==> config.mk <==
export PLATFORM = sky130hd
export DESIGN_NAME = y86_fetch_sequencer
export DESIGN_NICKNAME = d
export VERILOG_FILES = /design/src/rtl/y86_pkg.sv /design/src/rtl/y86_instr_assembler.sv /design/src/rtl/y86_fetch_sequencer.sv
export SDC_FILE = /design/constraint.sdc
export NUM_CORES = 1
export LEC_CHECK = 0
export BUFFER_PORTS_ARGS = -buffer_cell sky130_fd_sc_hd__clkbuf_2
export CELL_PAD_IN_SITES_DETAIL_PLACEMENT = 1
export CELL_PAD_IN_SITES_GLOBAL_PLACEMENT = 1
export CORE_ASPECT_RATIO = 0.9
export CORE_MARGIN = 2
export CORE_UTILIZATION = 38
export DETAILED_ROUTE_END_ITERATION = 8
export HOLD_SLACK_MARGIN = 0.15
export PLACE_DENSITY_LB_ADDON = 0.1
export SLEW_MARGIN = 20
export SYNTH_ARGS = -nofsm -noshare
export SYNTH_HDL_FRONTEND = slang
export SYNTH_SLANG_ARGS = --single-unit
==> constraint.sdc <==
create_clock -name clk -period 4 [get_ports clk]
set_clock_uncertainty 0.2 [all_clocks]
set_input_delay 0.4 -clock clk [delete_from_list [all_inputs] [get_ports clk]]
set_output_delay 0.4 -clock clk [all_outputs]
set_load 0.02 [all_outputs]
==> src/rtl/y86_pkg.sv <==
// Shared Y86-64 definitions: icode values, register-none marker,
// fetch FSM state encodings and the instruction length decoder.
package y86_pkg;

    localparam logic [3:0] I_HALT   = 4'h0;
    localparam logic [3:0] I_NOP    = 4'h1;
    localparam logic [3:0] I_CMOVXX = 4'h2;
    localparam logic [3:0] I_IRMOVQ = 4'h3;
    localparam logic [3:0] I_RMMOVQ = 4'h4;
    localparam logic [3:0] I_MRMOVQ = 4'h5;
    localparam logic [3:0] I_OPQ    = 4'h6;
    localparam logic [3:0] I_JXX    = 4'h7;
    localparam logic [3:0] I_CALL   = 4'h8;
    localparam logic [3:0] I_RET    = 4'h9;
    localparam logic [3:0] I_PUSHQ  = 4'hA;
    localparam logic [3:0] I_POPQ   = 4'hB;

    localparam logic [3:0] RNONE = 4'hF;

    localparam logic [2:0] ST_IDLE    = 3'd0;
    localparam logic [2:0] ST_FETCH   = 3'd1;
    localparam logic [2:0] ST_DELIVER = 3'd2;
    localparam logic [2:0] ST_HALTED  = 3'd3;
    localparam logic [2:0] ST_ERROR   = 3'd4;
    localparam logic [2:0] ST_DRAIN   = 3'd5;

    typedef struct packed {
        logic [3:0] len;
        logic       valid;
    } len_info_t;

    // Unknown icodes still occupy one byte so valP stays meaningful.
    function automatic len_info_t instr_len(input logic [3:0] code);
        len_info_t r;
        r.len   = 4'd1;
        r.valid = 1'b1;
        case (code)
            I_HALT, I_NOP, I_RET:               r.len = 4'd1;
            I_CMOVXX, I_OPQ, I_PUSHQ, I_POPQ:   r.len = 4'd2;
            I_JXX, I_CALL:                      r.len = 4'd9;
            I_IRMOVQ, I_RMMOVQ, I_MRMOVQ:       r.len = 4'd10;
            default:                            r.valid = 1'b0;
        endcase
        return r;
    endfunction

endpackage

==> src/rtl/y86_instr_assembler.sv <==
// Collects up to ten instruction bytes by index and splits them into
// icode/ifun/rA/rB/valC according to the instruction format.
module y86_instr_assembler
    import y86_pkg::*;
(
    input  logic        clk,
    input  logic        rst_n,
    input  logic        clear,
    input  logic        wr_en,
    input  logic [3:0]  wr_idx,
    input  logic [7:0]  wr_data,
    output logic [3:0]  icode,
    output logic [3:0]  ifun,
    output logic [3:0]  ra,
    output logic [3:0]  rb,
    output logic [63:0] valc
);

    logic [7:0] buffer [10];
    len_info_t  info;

    always_ff @(posedge clk or negedge rst_n) begin
        if (!rst_n) begin
            for (int i = 0; i < 10; i++) buffer[i] <= '0;
        end else if (clear) begin
            for (int i = 0; i < 10; i++) buffer[i] <= '0;
        end else if (wr_en) begin
            for (int i = 0; i < 10; i++) begin
                if (wr_idx == 4'(i)) buffer[i] <= wr_data;
            end
        end
    end

    assign icode = buffer[0][7:4];
    assign ifun  = buffer[0][3:0];
    assign info  = instr_len(buffer[0][7:4]);

    // The constant starts at byte 1 when there is no register byte, else at byte 2.
    always_comb begin
        ra   = RNONE;
        rb   = RNONE;
        valc = '0;
        if (info.valid) begin
            case (info.len)
                4'd2: begin
                    ra = buffer[1][7:4];
                    rb = buffer[1][3:0];
                end
                4'd9: begin
                    valc = {buffer[8], buffer[7], buffer[6], buffer[5],
                            buffer[4], buffer[3], buffer[2], buffer[1]};
                end
                4'd10: begin
                    ra   = buffer[1][7:4];
                    rb   = buffer[1][3:0];
                    valc = {buffer[9], buffer[8], buffer[7], buffer[6],
                            buffer[5], buffer[4], buffer[3], buffer[2]};
                end
                default: ;
            endcase
        end
    end

endmodule

==> src/rtl/y86_fetch_sequencer.sv <==
// Byte-serial Y86-64 instruction fetch: walks the PC over a shared byte port,
// assembles each instruction and offers it to decode over valid/ready.
module y86_fetch_sequencer
    import y86_pkg::*;
#(
    parameter int                ADDR_W   = 64,
    parameter logic [ADDR_W-1:0] MAX_ADDR = ADDR_W'(2047)
) (
    input  logic              clk,
    input  logic              rst_n,
    input  logic              pc_load,
    input  logic [ADDR_W-1:0] pc_in,
    output logic              mem_req,
    output logic [ADDR_W-1:0] mem_addr,
    input  logic              mem_ack,
    input  logic [7:0]        mem_rdata,
    output logic              instr_valid,
    input  logic              instr_ready,
    output logic [3:0]        icode,
    output logic [3:0]        ifun,
    output logic [3:0]        rA,
    output logic [3:0]        rB,
    output logic [63:0]       valC,
    output logic [ADDR_W-1:0] valP,
    output logic              instr_error,
    output logic              halted
);

    logic [2:0]        state;
    logic [ADDR_W-1:0] pc, drain_pc, fetch_addr, start_pc, valp_raw;
    logic [3:0]        count, cur_len;
    logic              range_err, addr_oob, take, start, deliver, raw_error;
    logic [3:0]        asm_icode, asm_ifun, asm_ra, asm_rb;
    logic [63:0]       asm_valc;
    len_info_t         len_now, len_buf;

    assign fetch_addr = pc + ADDR_W'(count);
    assign addr_oob   = fetch_addr > MAX_ADDR;
    assign mem_req    = (state == ST_FETCH && !addr_oob) || state == ST_DRAIN;
    assign mem_addr   = mem_req ? fetch_addr : '0;

    // Length is known from the incoming byte while byte 0 is being accepted.
    assign len_now   = instr_len(mem_rdata[7:4]);
    assign len_buf   = instr_len(asm_icode);
    assign cur_len   = (count == 4'd0) ? len_now.len : len_buf.len;
    assign take      = state == ST_FETCH && mem_req && mem_ack && !pc_load;
    assign valp_raw  = range_err ? pc : pc + ADDR_W'(len_buf.len);
    assign raw_error = range_err || !len_buf.valid;
    assign deliver   = state == ST_DELIVER;

    // Any event that begins a fresh instruction at start_pc; redirect beats accept.
    always_comb begin
        start    = 1'b0;
        start_pc = pc_in;
        case (state)
            ST_IDLE, ST_HALTED, ST_ERROR: start = pc_load;
            ST_FETCH: start = pc_load && !(mem_req && !mem_ack);
            ST_DELIVER: begin
                if (pc_load) begin
                    start = 1'b1;
                end else if (instr_ready && !raw_error && asm_icode != I_HALT) begin
                    start    = 1'b1;
                    start_pc = valp_raw;
                end
            end
            ST_DRAIN: begin
                start    = mem_ack;
                start_pc = pc_load ? pc_in : drain_pc;
            end
            default: ;
        endcase
    end

    always_ff @(posedge clk or negedge rst_n) begin
        if (!rst_n) begin
            state     <= ST_IDLE;
            pc        <= '0;
            drain_pc  <= '0;
            count     <= '0;
            range_err <= 1'b0;
        end else if (start) begin
            state     <= ST_FETCH;
            pc        <= start_pc;
            count     <= '0;
            range_err <= 1'b0;
        end else begin
            case (state)
                ST_FETCH: begin
                    if (pc_load) begin
                        drain_pc <= pc_in;
                        state    <= ST_DRAIN;
                    end else if (addr_oob) begin
                        range_err <= 1'b1;
                        state     <= ST_DELIVER;
                    end else if (mem_ack) begin
                        count <= count + 4'd1;
                        if (count + 4'd1 == cur_len) state <= ST_DELIVER;
                    end
                end
                ST_DELIVER: begin
                    if (instr_ready) state <= raw_error ? ST_ERROR : ST_HALTED;
                end
                ST_DRAIN: begin
                    if (pc_load) drain_pc <= pc_in;
                end
                default: ;
            endcase
        end
    end

    y86_instr_assembler u_asm (
        .clk     (clk),
        .rst_n   (rst_n),
        .clear   (start),
        .wr_en   (take),
        .wr_idx  (count),
        .wr_data (mem_rdata),
        .icode   (asm_icode),
        .ifun    (asm_ifun),
        .ra      (asm_ra),
        .rb      (asm_rb),
        .valc    (asm_valc)
    );

    assign instr_valid = deliver;
    assign icode       = deliver ? asm_icode : 4'h0;
    assign ifun        = deliver ? asm_ifun  : 4'h0;
    assign rA          = deliver ? asm_ra    : RNONE;
    assign rB          = deliver ? asm_rb    : RNONE;
    assign valC        = deliver ? asm_valc  : '0;
    assign valP        = deliver ? valp_raw  : '0;
    assign instr_error = deliver && raw_error;
    assign halted      = state == ST_HALTED;

endmodule

# Word level (Yosys, flattened, before mapping)
# Cells that the tools add are included.
# word_totals
reg_bits,216
inputBits,77
output_inout_bits,212
# classes
n_addsub,3
order_cmp,1
eq_ne,43
muxes,54
bitwise,1
n_reduce_logical,60
# ops
cell,n
$mux W64,8
$pmux W64 S2,2
$mux W80,2
$add A64 B4 Y64,2
$mux W8,10
$gt A64 B11 Y1 const B,1
$mux W4,14
$eq A4 B3 Y1 const B,12
$eq A4 B4 Y1 const B,11
$eq A4 B2 Y1 const B,7
$reduce_bool A2 Y1,14
$pmux W4 S3,2
$reduce_and A2 Y1,11
$mux W3,7
$reduce_or A12 Y1,1
$logic_and A1 B1 Y1,9
$reduce_or A3 Y1,3
$eq A4 B1 Y1 const B,2
$logic_not A4 Y1,2
$reduce_and A4 Y1,2
$reduce_or A2 Y1,4
$reduce_or A4 Y1,2
$mux W1,7
$eq A3 B2 Y1 const B,2
17 further kinds,25

# Depth between registers and ports, before layout
# Gate-level depths: netlist (run 1).
# logic_depth
word_depth,13
mapped_depth,17

# Modules after synthesis
# A second synthesis (run 1) with hierarchy kept.
# hier_totals
hier_cells,1842
hier_area_um2,15838.9
# by_module_without_submodules
module,instances,cells_each,area_per_inst_um2,seq_area_each_um2
y86_fetch_sequencer,1,1452,11422.2,3403.3
y86_instr_assembler,1,390,4416.7,2001.9

# Worst setup path after synthesis (run 1)
# No wires, ideal clock.
# synth_path
path_kind,flip-flop to output port
startpoint,register count[0]
endpoint,output port mem_addr[10]
arrival_time_ns,3.788
setup_slack_ns,-0.388
stages_incl_launch_ff,15
cell_sequence,dfrtp_1 -> ha_1 -> fa_1 -> and3_1 -> o21a_1 -> buf_2 -> and2_0 -> o311ai_0 -> nand4_1 -> nor4_2 -> nand3_2 -> a21bo_2 -> clkbuf_1 -> buf_1 -> nor2_1
# synth_via
elab_chain_cells,6
# synth_rtl
item,line,text
"start, declared",y86_fetch_sequencer.sv:31,"logic [3:0] count, cur_len;"
"start signal, assigned",y86_fetch_sequencer.sv:96,count <= count + 4'd1;
$add A64 B4 Y64 *,y86_fetch_sequencer.sv:37,assign fetch_addr = pc + ADDR_W'(count);
$gt A64 B11 Y1,y86_fetch_sequencer.sv:38,assign addr_oob = fetch_addr > MAX_ADDR;
$logic_not A1 Y1,y86_fetch_sequencer.sv:39,assign mem_req = (state == ST_FETCH && !addr_oob) || state == ST_DRAIN;
$logic_and A1 B1 Y1,y86_fetch_sequencer.sv:39,
$logic_or A1 B1 Y1,y86_fetch_sequencer.sv:39,
$mux W64 *,y86_fetch_sequencer.sv:40,assign mem_addr = mem_req ? fetch_addr : '0;
"end, declared",y86_fetch_sequencer.sv:14,"output logic [ADDR_W-1:0] mem_addr,"
# Mark *: on every way between the ends. The rest lies on a longest branch, timed or not.

# Worst setup path after layout (run 1)
# layout_path
startpoint,register count[0]
endpoint,output port mem_addr[54]
# Same word-level chain as after synthesis.

==> key figures, run 1 <==
Clock network
  – CTS tree: yes
  – Clock-pin slew on the worst setup and hold paths: 0.06 ns
  – Clock Sinks: between 200 and 250
  – Clk buf depth: 3
  – H-Tree Level Count: 1
  – Root buffer cell: clkbuf_16
  – Worst-skew pair later-pin latency: between 0.5 and 0.6 ns
  – CTS Buf Count: 26

Cells and area
  – Final nets: ~2500
  – Layout cell share with drive strength beyond 1: between 40% and 50%
  – Layout area overhead: 60.5%
  – # diodes: 0

Placement
  – Worst slack, placed: -0.494 ns
  – Routability cong.: 0.978
  – DP HPWL: between 50000 and 60000 um
  – Port Buffers: roughly 290

Die
  – DIE HEIGHT: between 150 and 200 um
  – IO Count: between 200 and 300
  – Starting Density: 38.6%
  – Cell Rows: between 60 and 70
  – Die footprint: approximately 0.042 mm^2
  – Die Span X: 215 um
  – Core Footprint: a little under 0.04 mm^2

Hold path
  – HP Class: in -> reg

Global route
  – Global-route usage over all layers: 35.8%
  – Vias in the first global route: between 15000 and 20000
  – First-pass GRT wire length: around 120000 um
  – Grt total ovfl: 0
  – Largest net degree at the start of global routing: 95
  – Initial antenna violation count: 0

Route
  – Initial DRT Pass Iterations: 6
  – Via density: roughly 5.9
  – Drt drc: 0
  – DR iter-0 viols: approximately 1500
  – Vias: approximately 18000
  – Post-Route WL: between 70000 and 80000 um
  – Final ANT Viol Nets: 0
  – Avg WL per Cell: 26.6 um

Run status
  – Status: complete, but fails checks
  – Failing checks: setup timing

Setup path
  – Critical path fanouts, max: 7
  – CP Capture Type: primary output
  – Critical Path Start Type: flop
  – CP Data Required Time: 3.40 ns
  – Crit Path Class: reg -> out
  – Worst Path Arrival: 4.44 ns

Logic synthesis
  – Register bit total from synthesis: about 220
  – EDFF count, synth: 0
  – Post-synth ARST share: 100%
  – Top_reg_cell synth: dfrtp_1
  – Warnings from Yosys: 0
  – Distinct cells, synth: 74
  – Sequential area share after synthesis: 35.3%
  – Post-Syn Area: 0.0153 mm^2
  – Syn Area/Cell: ~8.6 um^2
  – Synth Instances: between 1500 and 2000
  – Syn_nets: between 1500 and 2000

Timing
  – Slew headroom: between 30% and 40%
  – Hold WS: about 0.19 ns
  – Final Setup Violations: 330
  – Fmax: between 150 and 200 MHz
  – RSZ-0062 raised after global routing: yes
  – Crit path time final: 5.04 ns
  – Tcrit/Tclk final: 126%
  – TNS Setup: -217.81 ns
  – Least-Margin Pin Slew: just over 1 ns
  – Final Hold Viols: 0
  – Final Slew Violations: 0
  – Final setup margin: -1.04 ns

Pwr
  – Final Total Pwr: 15.3 mW
  – Power per cell area: approximately 620 mW/mm^2
  – VDD IR max: 0.000352 V
  – Leak pwr: ~11 nW

Run
  – Max-Cap Viols: 0
synthesized netlist by cell type, drive strengths merged (11+ instances only):
| library cell | number | area share (%) |
|---|---|---|
| mux2i | 99 | 6.5 |
| o21a | 13 | 0.64 |
| buf | 67 | 2.3 |
| and2 | 16 | 0.65 |
| or3 | 17 | 0.70 |
| nor2 | 342 | 8.4 |
| o21ai | 67 | 2.2 |
| xor2 | 45 | 2.6 |
| nor2b | 12 | 0.49 |
| and3 | 14 | 0.57 |
| inv | 17 | 0.42 |
| a21oi | 28 | 0.92 |
| nor3 | 45 | 1.5 |
| ha | 11 | 0.90 |
| nand3 | 49 | 1.6 |
| dfrtp | 216 | 35 |
| nand2 | 122 | 3.0 |
| a22oi | 107 | 5.3 |
| mux2 | 123 | 9.1 |
| nor4 | 31 | 1.7 |
| nand4 | 62 | 2.7 |
| clkbuf | 96 | 2.4 |
| xnor2 | 79 | 4.5 |
flip-flops by register name, indices dropped and copies added, names as in the netlist:
signal	cells
pc	64
count	4
state	3
u_asm.icode	4
drain_pc	64
u_asm.buffer	72
u_asm.ifun	4
range_err	1
area by class of cell:
cell class / count / area (um^2)
tap: 532 / 666
clock inverter: 7 / 115
sequential: 216 / 5410
clock buffer: 39 / 801
fill: 4430 / 15100
inverter: 17 / 68.8
multi-input combinational: 1388 / 10600
timing repair buffer: 794 / 6870
critical path, stage by stage, from the launching register on:
cell	delay [ns]
dfrtp_1	0.41
ha_4	0.17
fa_2	0.22
and3_4	0.20
o21a_4	0.19
nand4_1	0.26
o21a_1	0.30
nor4_2	0.43
buf_4	0.21
nand4_1	0.10
buf_4	0.17
nor4_4	0.17
nand3_2	0.15
buf_6	0.17
a21bo_4	0.30
clkbuf_16	0.20
nor2_4	0.10
buf_8	0.12
final timing paths:
path	startpoint	to	slack (ns)	cells after the start
min reg2reg	drain_pc[23]$_DFFE_PN0P_	drain_pc[23]$_DFFE_PN0P_	0.29	1
min in group asynchronous	rst_n	drain_pc[53]$_DFFE_PN0P_	0.26	2
max reg2reg	count[0]$_DFFE_PN0P_	drain_pc[30]$_DFFE_PN0P_	-0.88	20
max in group asynchronous	rst_n	u_asm.buffer[52]$_DFFE_PN0P_	2.41	3
min	mem_rdata[7]	u_asm.buffer[31]$_DFFE_PN0P_	0.19	3
max	count[0]$_DFFE_PN0P_	mem_addr[54]	-1.04	17
per-layer routing:
metal  vias to the layer above  track usage (%)  share of wire [%]
li1                       7636                -                  -
met1                      9096             50.7                 43
met2                       736             58.0                 47
met3                       142             4.62                6.7
met4                         0             8.86                2.7
met5                         -                0                  0
per-stage QoR:
step | instances | instance area [um^2] | util (%)
floorplan | 1782 | 15900 | -
global placement | 2797 | 20100 | 50.8
detailed placement | 2797 | 20100 | 50.8
CTS | 2970 | 23900 | 60.4
global route | 2993 | 24500 | 61.9
finish | 2993 | 24500 | 61.9
kinds of logic (layout without fill, tap and decap cells):
logic type / count (synthesis) / in the layout / synth area share [%]
adder cells (fa/ha/maj): 13 / 13 / 1.16
flip-flops: 216 / 216 / 35.3
XOR/XNOR: 124 / 124 / 7.10
AO/OA/AOI/OAI: 273 / 275 / 12.3
multiplexers: 222 / 222 / 15.5
buffers and inverters: 180 / 857 / 5.08
AND/OR/NAND/NOR: 754 / 754 / 23.5
repair_timing:
item	in CTS	in global routing
setup buffers	54	12
hold endpoints to repair	223	0
gates resized for setup	337	114
endpoints found under the setup margin	335	336
hold buffers	68	0
cloned	10	11
pin swaps	76	32
power by group:
group	internal, mW	total (mW)	switching (mW)
logic	4.26	9.16	4.90
clock network	1.57	2.59	1.02
registers	2.87	3.50	0.635
placed cells by master, fill, tap and decap left out, types with 15 or more instances in the layout:
cell type and instances:
or3_1 15, clkbuf_8 20, xnor2_1 64, buf_6 41, clkbuf_2 202, mux2_4 19, mux2i_1 99, a21oi_1 21
buf_4 365, buf_8 58, clkbuf_16 36, o21ai_0 65, nand4_1 59, a22oi_1 107, nor3_1 34, nor2_1 248
mux2_2 61, nor2_2 25, dlygate4sd3_1 68, nor4_1 16, nand2_1 111, buf_12 16, xor2_1 40, mux2_1 43
nor2_4 69, nand3_1 41, dfrtp_1 216
(Power assumes the default switching activity.)
==> inputs of run 2 (changes only) <==
==> constraint.sdc (replaced) <==
create_clock -name clk -period 4 [get_ports clk]
set_clock_uncertainty 0.2 [all_clocks]
set_input_delay 0.6 -clock clk [delete_from_list [all_inputs] [get_ports clk]]
set_output_delay 0.6 -clock clk [all_outputs]
set_load 0.02 [all_outputs]
==> run 2 against run 1 <==
The run still ends with setup timing left. Utilization increased by 3.2 points. Final cell count increased by 1.5%. Combinational power increased by 3.2%. Via count increased by 2.0%. Count of clock-buffer cells in the layout decreased by 7. Maximum frequency decreased by 1.4%. Sequential share of layout area decreased by 1.1 points. Global-route usage increased by 0.29 points. Worst hold slack improved by 0.067 ns. Wire length increased by 4.1%. Largest power group unchanged.
==> key figures, run 2 (synthesized netlist as in run 1, its figures left out) <==
Route
  – Vias: 17968 (was 17610)
  – Avg WL per Cell: 27.3 um (was 26.6 um)
  – Initial DRT Pass Iterations: 7 (was 6)
  – Via density: 5.92 (was 5.88)
  – Drt drc: 0 (unchanged)
  – Final ANT Viol Nets: 0 (unchanged)
  – DR iter-0 viols: 1645 (was 1477)
  – Post-Route WL: 83000 um (was 79700 um)

Die
  – Die Span X: 215 um (unchanged)
  – Core Footprint: 0.0396 mm^2 (unchanged)
  – IO Count: 289 (unchanged)
  – Cell Rows: 69 (unchanged)
  – Die footprint: 0.0419 mm^2 (unchanged)
  – Starting Density: 38.6% (unchanged)
  – DIE HEIGHT: 194 um (unchanged)

Placement
  – Placed insts: 2817 (was 2797)
  – Port Buffers: 288 (unchanged)
  – Routability cong.: 0.984 (was 0.978)
  – DP HPWL: 52900 um (was 51700 um)
  – Worst slack, placed: -0.811 ns (was -0.494 ns)
  – Dpl cell area: 0.0205 mm^2 (was 0.0201 mm^2)

Setup path
  – CP Capture Type: primary output (unchanged)
  – R2R setup slack: -0.53 ns (was -0.88 ns)
  – Worst R2R End: drain_pc[35]$_DFFE_PN0P_ (was drain_pc[30]$_DFFE_PN0P_)
  – Critical Path Start Type: flop (unchanged)
  – Critical Path End: mem_addr[54] (unchanged)
  – Worst reg2reg path depth: 17 (was 20)
  – Worst Path Arrival: 4.31 ns (was 4.44 ns)
  – Critical path fanouts, max: 8 (was 7)
  – R2r startpoint: pc[38]$_DFFE_PN0P_ (was count[0]$_DFFE_PN0P_)
  – Crit Path Class: reg -> out (unchanged)
  – CP Data Required Time: 3.20 ns (was 3.40 ns)
  – Setup crit start: pc[38]$_DFFE_PN0P_ (was count[0]$_DFFE_PN0P_)

Pwr
  – Seq pwr share: 22.3% (was 23.0%)
  – Clock power frac: 17.7% (was 17.0%)
  – Leak pwr: 11.8 nW (was 11.1 nW)
  – Sw frac: 43.4% (was 43.0%)
  – VDD IR max: 0.000424 V (was 0.000352 V)
  – Comb power frac: 60.0% (was 60.1%)
  – Internal cell power: 8.91 mW (was 8.69 mW)
  – Switch Pwr: 6.84 mW (was 6.56 mW)
  – Power per cell area: 610 mW/mm^2 (was 622 mW/mm^2)
  – Final Total Pwr: 15.8 mW (was 15.3 mW)

Cells and area
  – Layout area overhead: 68.8% (was 60.5%)
  – Layout cell share with drive strength beyond 1: 49.7% (was 43.6%)
  – Final nets: 2573 (was 2533)
  – Non-filler cells in the finished layout: 3037 (was 2993)
  – Register with the most flip-flops: u_asm.buffer (unchanged)
  – Fin area: 0.0258 mm^2 (was 0.0245 mm^2)
  – Max FFs per register: 72 (unchanged)
  – Commonest non-fill, non-tap cell in the layout: buf_4 (unchanged)
  – Largest regs: u_asm.buffer (72), drain_pc (64), pc (64) (unchanged)
  – Commonest non-fill, non-tap cells in the layout: 420 x buf_4, 233 x nor2_1, 214 x dfrtp_1, 173 x clkbuf_2, 107 x a22oi_1 (was 365 x buf_4, 248 x nor2_1, 216 x dfrtp_1, 202 x clkbuf_2, 111 x nand2_1)

Run
  – Max-Cap Viols: 0 (unchanged)

Global route
  – Largest net degree at the start of global routing: 102 (was 95)
  – Vias in the first global route: 18413 (was 18476)
  – Initial antenna violation count: 2 (was 0)
  – Grt total ovfl: 0 (unchanged)
  – Global-route usage over all layers: 36.1% (was 35.8%)
  – First-pass GRT wire length: 117000 um (was 116000 um)

Timing
  – Final Setup Violations: 332 (was 330)
  – Least-Margin Pin Slew: 0.945 ns (was 1.01 ns)
  – Final Slew Violations: 0 (unchanged)
  – RSZ-0062 raised after global routing: yes (unchanged)
  – Tcrit/Tclk final: 128% (was 126%)
  – Slew headroom: 37.0% (was 32.2%)
  – Crit path time final: 5.11 ns (was 5.04 ns)
  – Final Hold Viols: 0 (unchanged)
  – Fmax: 196 MHz (was 199 MHz)
  – Final setup margin: -1.11 ns (was -1.04 ns)

Clock network
  – CTS Buf Count: 27 (was 26)
  – Clock Sinks: 216 (unchanged)
  – H-Tree Level Count: 1 (unchanged)
  – Root buffer cell: clkbuf_16 (unchanged)
  – Clock-pin slew on the worst setup and hold paths: 0.07 ns (was 0.06 ns)
  – Clk buf depth: 3 (unchanged)
  – CTS tree: yes (unchanged)
  – Worst-skew pair later-pin latency: 0.58 ns (was 0.57 ns)

Run status
  – Failing checks: setup timing (unchanged)
  – Status: complete, but fails checks (unchanged)

Hold path
  – HP Class: in -> reg (unchanged)
## run 2: worst min-delay path by stage
stage | startpoint | to | cells after the start
final | instr_ready | state[2]$_DFFE_PN0P_ | 3
after global routing | instr_ready | state[2]$_DFFE_PN0P_ | 3
after detailed placement | drain_pc[8]$_DFFE_PN0P_ | drain_pc[8]$_DFFE_PN0P_ | 1
after CTS | instr_ready | state[2]$_DFFE_PN0P_ | 3
after global placement | drain_pc[3]$_DFFE_PN0P_ | drain_pc[3]$_DFFE_PN0P_ | 1
after floorplan | rst_n | count[0]$_DFFE_PN0P_ | 0
## run 2: timing repair
item                                    4_1_cts  5_1_grt
pin swaps                                    89       95
hold buffers                                 65        0
resized for setup                           371      300
hold endpoints to repair                    162        0
setup buffers                                59       46
gates cloned                                  8        2
endpoints found under the setup margin      341      341
## run 2: layer usage
| layer | track usage (%) | up-vias | part of all wire (%) |
|---|---|---|---|
| li1 | - | 7696 | - |
| met1 | 50.2 | 9305 | 43 |
| met2 | 57.8 | 788 | 47 |
| met3 | 6.53 | 177 | 6.5 |
| met4 | 9.73 | 2 | 3.3 |
| met5 | 0 | - | 0.016 |
## run 2: per-stage QoR
stage | hold WS [ns] | utilization, % | TNS (ns)
finish | 0.256 | 65.1 | -128.50
global route | 0.252 | 65.1 | -153.46
CTS | 0.205 | 62.0 | -102.03
detailed placement | 0.296 | 51.8 | -147.42
global placement | 0.290 | 51.8 | -100.22
floorplan | 0.104 | - | -17.30
## run 2: final cells by class
class,instances,area (um^2)
diodes,2,5.00
clock buffers,32,744
clock inverters,17,248
fillers,4286,13800
inverters,17,71.3
multi-input cells,1387,11500
flip-flops and latches,216,5410
well taps,532,666
repair buffers,834,7190
## run 2: power by group through the flow
| stage | logic (mW) | clock network [mW] | registers (mW) |
|---|---|---|---|
| after floorplan | 4.52 | 0 | 3.17 |
| final | 9.45 | 2.79 | 3.51 |
| after global routing | 9.78 | 2.88 | 3.56 |
| after detailed placement | 7.37 | 0 | 3.43 |
| after CTS | 8.46 | 2.80 | 3.41 |
| after global placement | 7.28 | 0 | 3.40 |
## run 2: critical path: stages (launching register included)
cell and delay [ns]:
dfrtp_1 0.43, nand4_1 0.20, buf_4 0.20, buf_12 0.13, nor4_4 0.24, buf_4 0.17, nand4_1 0.11, buf_6 0.16
o21a_4 0.23, nor4_4 0.32, nand4_1 0.23, nor4_4 0.23, nand3_2 0.19, a21bo_4 0.38, buf_8 0.21, nor2_4 0.10
clkbuf_2 0.18
==> inputs of run 3 (changes only) <==
--- a/config.mk
+++ b/config.mk
@@ -10,7 +10,7 @@
 export CELL_PAD_IN_SITES_GLOBAL_PLACEMENT = 1
 export CORE_ASPECT_RATIO = 0.9
 export CORE_MARGIN = 2
-export CORE_UTILIZATION = 38
+export CORE_UTILIZATION = 46
 export DETAILED_ROUTE_END_ITERATION = 8
 export HOLD_SLACK_MARGIN = 0.15
 export PLACE_DENSITY_LB_ADDON = 0.1
==> constraint.sdc (replaced) <==
create_clock -name clk -period 6.57 [get_ports clk]
set_clock_uncertainty 0.2 [all_clocks]
set_input_delay 0.9855 -clock clk [delete_from_list [all_inputs] [get_ports clk]]
set_output_delay 0.9855 -clock clk [all_outputs]
set_load 0.02 [all_outputs]
==> run 3 against run 2 <==
The flow now finishes without violations. Critical path depth fell by 5. Count of clock-buffer cells in the layout is 2 higher. First-iteration DRC count down 23%. Sequential share of layout area increased by 9.1 points. Combinational power fell by 70%. Clock power shrank 47%. Register-to-register slack improved by 1.9 ns. Worst hold slack lost 0.090 ns. Setup slack better by 1.3 ns. Critical endpoint unchanged. Non-clock buffer count shrank 487. Die area is 17% lower.
==> key figures, run 3 (synthesized netlist as in run 1, its figures left out) <==
Run status
  – Status: completed (was complete, but fails checks)

Cells and area
  – Layout area overhead: 17.5% (was 68.8%)
  – # diodes: 0 (was 2)
  – Final nets: 2084 (was 2573)
  – Non-filler cells in the finished layout: 2435 (was 3037)
  – Largest regs: u_asm.buffer (72), drain_pc (64), pc (64) (unchanged)
  – Commonest non-fill, non-tap cells in the layout: 338 x nor2_1, 287 x clkbuf_2, 216 x dfrtp_1, 121 x nand2_1, 107 x a22oi_1 (was 420 x buf_4, 233 x nor2_1, 214 x dfrtp_1, 173 x clkbuf_2, 107 x a22oi_1)
  – Register with the most flip-flops: u_asm.buffer (unchanged)
  – Fillers: 3943 (was 4286)
  – Reg area: 0.00541 mm^2 (about the same)
  – Area of the multi-input gates: 0.00920 mm^2 (was 0.0115 mm^2)
  – Max FFs per register: 72 (unchanged)
  – Layout cell share with drive strength beyond 1: 24.4% (was 49.7%)
  – Commonest non-fill, non-tap cell in the layout: nor2_1 (was buf_4)

Global route
  – Global-route usage over all layers: 34.4% (was 36.1%)
  – Vias in the first global route: 14937 (was 18413)
  – Grt total ovfl: 0 (unchanged)
  – First-pass GRT wire length: 92400 um (was 117000 um)
  – Largest net degree at the start of global routing: 146 (was 102)
  – Initial antenna violation count: 0 (was 2)

Die
  – Core Footprint: 0.0329 mm^2 (was 0.0396 mm^2)
  – Die footprint: 0.0347 mm^2 (was 0.0419 mm^2)
  – IO Count: 289 (unchanged)
  – Cell Rows: 63 (was 69)
  – Starting Density: 46.5% (was 38.6%)
  – Die Span X: 196 um (was 215 um)
  – DIE HEIGHT: 177 um (was 194 um)

Clock network
  – Worst-skew pair later-pin latency: 0.56 ns (was 0.58 ns)
  – Clock Sinks: 216 (unchanged)
  – Root buffer cell: clkbuf_16 (unchanged)
  – CTS Buf Count: 26 (was 27)
  – H-Tree Level Count: 1 (unchanged)
  – Clock-pin slew on the worst setup and hold paths: 0.07 ns (about the same)
  – CTS Hold Bufs: 0 (was 65)
  – CTS tree: yes (unchanged)
  – Clk buf depth: 3 (unchanged)

Timing
  – Tcrit/Tclk final: between 90 and 100%
  – Hold WS: 0.166 ns (was 0.256 ns)
  – Final Setup Violations: 0 (was 332)
  – Slew headroom: 32.4% (was 37.0%)
  – Crit path time final: 6.33 ns
  – TNS Setup: 0 ns (was -128.50 ns)
  – Least-Margin Pin Slew: 1.01 ns (was 0.945 ns)
  – RSZ-0062 raised after global routing: no (was yes)
  – Fmax: between 150 and 200 MHz
  – Final Hold Viols: 0 (unchanged)
  – Final Slew Violations: 0 (unchanged)

Route
  – Post-Route WL: 59800 um (was 83000 um)
  – Initial DRT Pass Iterations: 8 (was 7)
  – Avg WL per Cell: 24.5 um (was 27.3 um)
  – Final ANT Viol Nets: 0 (unchanged)
  – Drt drc: 0 (unchanged)
  – Vias: 15014 (was 17968)
  – Via density: 6.17 (was 5.92)
  – DR iter-0 viols: 1262 (was 1645)

Setup path
  – R2R setup slack: 1.34 ns (was -0.53 ns)
  – Critical Path Start Type: flop (unchanged)
  – Worst Path Arrival: 5.15 ns (was 4.31 ns)
  – Crit path max-delay family: simple AND/OR/NAND/NOR gates (unchanged)
  – Worst R2R End: drain_pc[28]$_DFFE_PN0P_ (was drain_pc[35]$_DFFE_PN0P_)
  – CP Capture Type: primary output (unchanged)
  – CP Data Required Time: 5.38 ns (was 3.20 ns)
  – Worst reg2reg path depth: 12 (was 17)
  – Crit path buf inv count: 1 (was 6)
  – R2r startpoint: pc[45]$_DFFE_PN0P_ (was pc[38]$_DFFE_PN0P_)
  – Crit Path Class: reg -> out (unchanged)
  – Critical path fanouts, max: 36 (was 8)
  – Crit-path cells: and4_1 > nand3_1 > or4_1 > o31a_1 > nor4_1 > nand4_1 > nor4_4 > nand3_2 > a21bo_2 > nor2_1 > clkbuf_2 (was nand4_1 > buf_4 > buf_12 > nor4_4 > buf_4 > nand4_1 > buf_6 > o21a_4 > nor4_4 > nand4_1 > nor4_4 > nand3_2 > a21bo_4 > buf_8 > nor2_4 > clkbuf_2)
  – Slowest stage delay, CP: 0.71 ns (was 0.43 ns)
  – CP max stage cell: dfrtp_1 (unchanged)

Run
  – Max-Cap Viols: 0 (unchanged)

Placement
  – DP HPWL: 43500 um (was 52900 um)
  – Routability cong.: 1.02 (was 0.984)
  – Port Buffers: 288 (unchanged)
  – Placed insts: 2384 (was 2817)

Pwr
  – VDD IR max: 0.000286 V (was 0.000424 V)
  – Leak pwr: 8.12 nW (was 11.8 nW)
  – Power per cell area: 373 mW/mm^2 (was 610 mW/mm^2)

Hold path
  – HP Class: in -> async (was in -> reg)
==> run 3: changes by cell type in the layout (fill, tap and decap cells not counted), moves of 60 or more <==
| cell | change |
|---|---|
| buf_4 | -363 |
| nor2_4 | -77 |
| clkbuf_2 | +114 |
| mux2_4 | -62 |
| dlygate4sd3_1 | -65 |
| nor2_1 | +105 |
| buf_6 | -77 |
| mux2_1 | +60 |
==> run 3: layer usage <==
metal	track usage [%]	wire length, um	vias up
met5	0	0	-
met3	6.50	4520	84
li1	-	-	6737
met2	50.9	25900	597
met1	51.8	28000	7596
met4	7.89	1340	0
==> run 3: area by class of cell <==
type                            instances  area share [%]
Clock buffer                           34            4.07
Clock inverter                         13           0.710
Inverter                               17           0.355
Multi-Input combinational cell       1386            51.2
Sequential cell                       216            30.1
Tap cell                              422            2.94
Timing Repair Buffer                  347            10.7
==> run 3: worst register-to-register path, stage by stage, from the launching register on <==
cell      delay [ns]
dfrtp_1         0.71
and4_1          0.35
nand3_1         0.22
or4_1           0.62
o31a_1          0.34
nor4_1          0.38
nand4_1         0.26
nor4_4          0.40
nand3_2         0.13
buf_4           0.19
a211oi_4        0.25
buf_4           0.58
mux2_1          0.44
==> run 3: per-stage QoR <==
step / setup WS (ns) / cell area, um^2 / utilization (%) / power (mW)
2_1_floorplan: 1.60 / 15300 / - / 4.21
3_3_place_gp: 0.992 / 17100 / 51.9 / 5.10
3_5_place_dp: 0.744 / 17100 / 51.9 / 5.19
4_1_cts: 0.138 / 17900 / 54.5 / 6.68
5_1_grt: 0.0401 / 18000 / 54.7 / 7.06
6_report: 0.238 / 18000 / 54.7 / 6.70
==> run 3: how the worst max path moves through the flow <==
stage | startpoint | to | slack (ns) | depth (start not counted)
6_report | pc[45]$_DFFE_PN0P_ | mem_addr[54] | 0.24 | 11
5_1_grt | pc[45]$_DFFE_PN0P_ | mem_addr[26] | 0.04 | 12
4_1_cts | pc[19]$_DFFE_PN0P_ | mem_addr[38] | 0.14 | 12
3_5_place_dp | pc[19]$_DFFE_PN0P_ | mem_addr[38] | 0.74 | 12
3_3_place_gp | pc[19]$_DFFE_PN0P_ | mem_addr[12] | 0.99 | 11
2_1_floorplan | count[0]$_DFFE_PN0P_ | mem_addr[10] | 1.60 | 14
==> run 3: timing repair <==
item | CTS | global route
gates resized for setup | 0 | 6
endpoints found under the setup margin | 0 | 64
buffers inserted | 0 | 4
==> run 3: power breakdown <==
group	total [mW]	internal, mW	switching (mW)
logic	2.81	1.11	1.70
clock network	1.47	0.862	0.610
registers	2.42	1.74	0.686
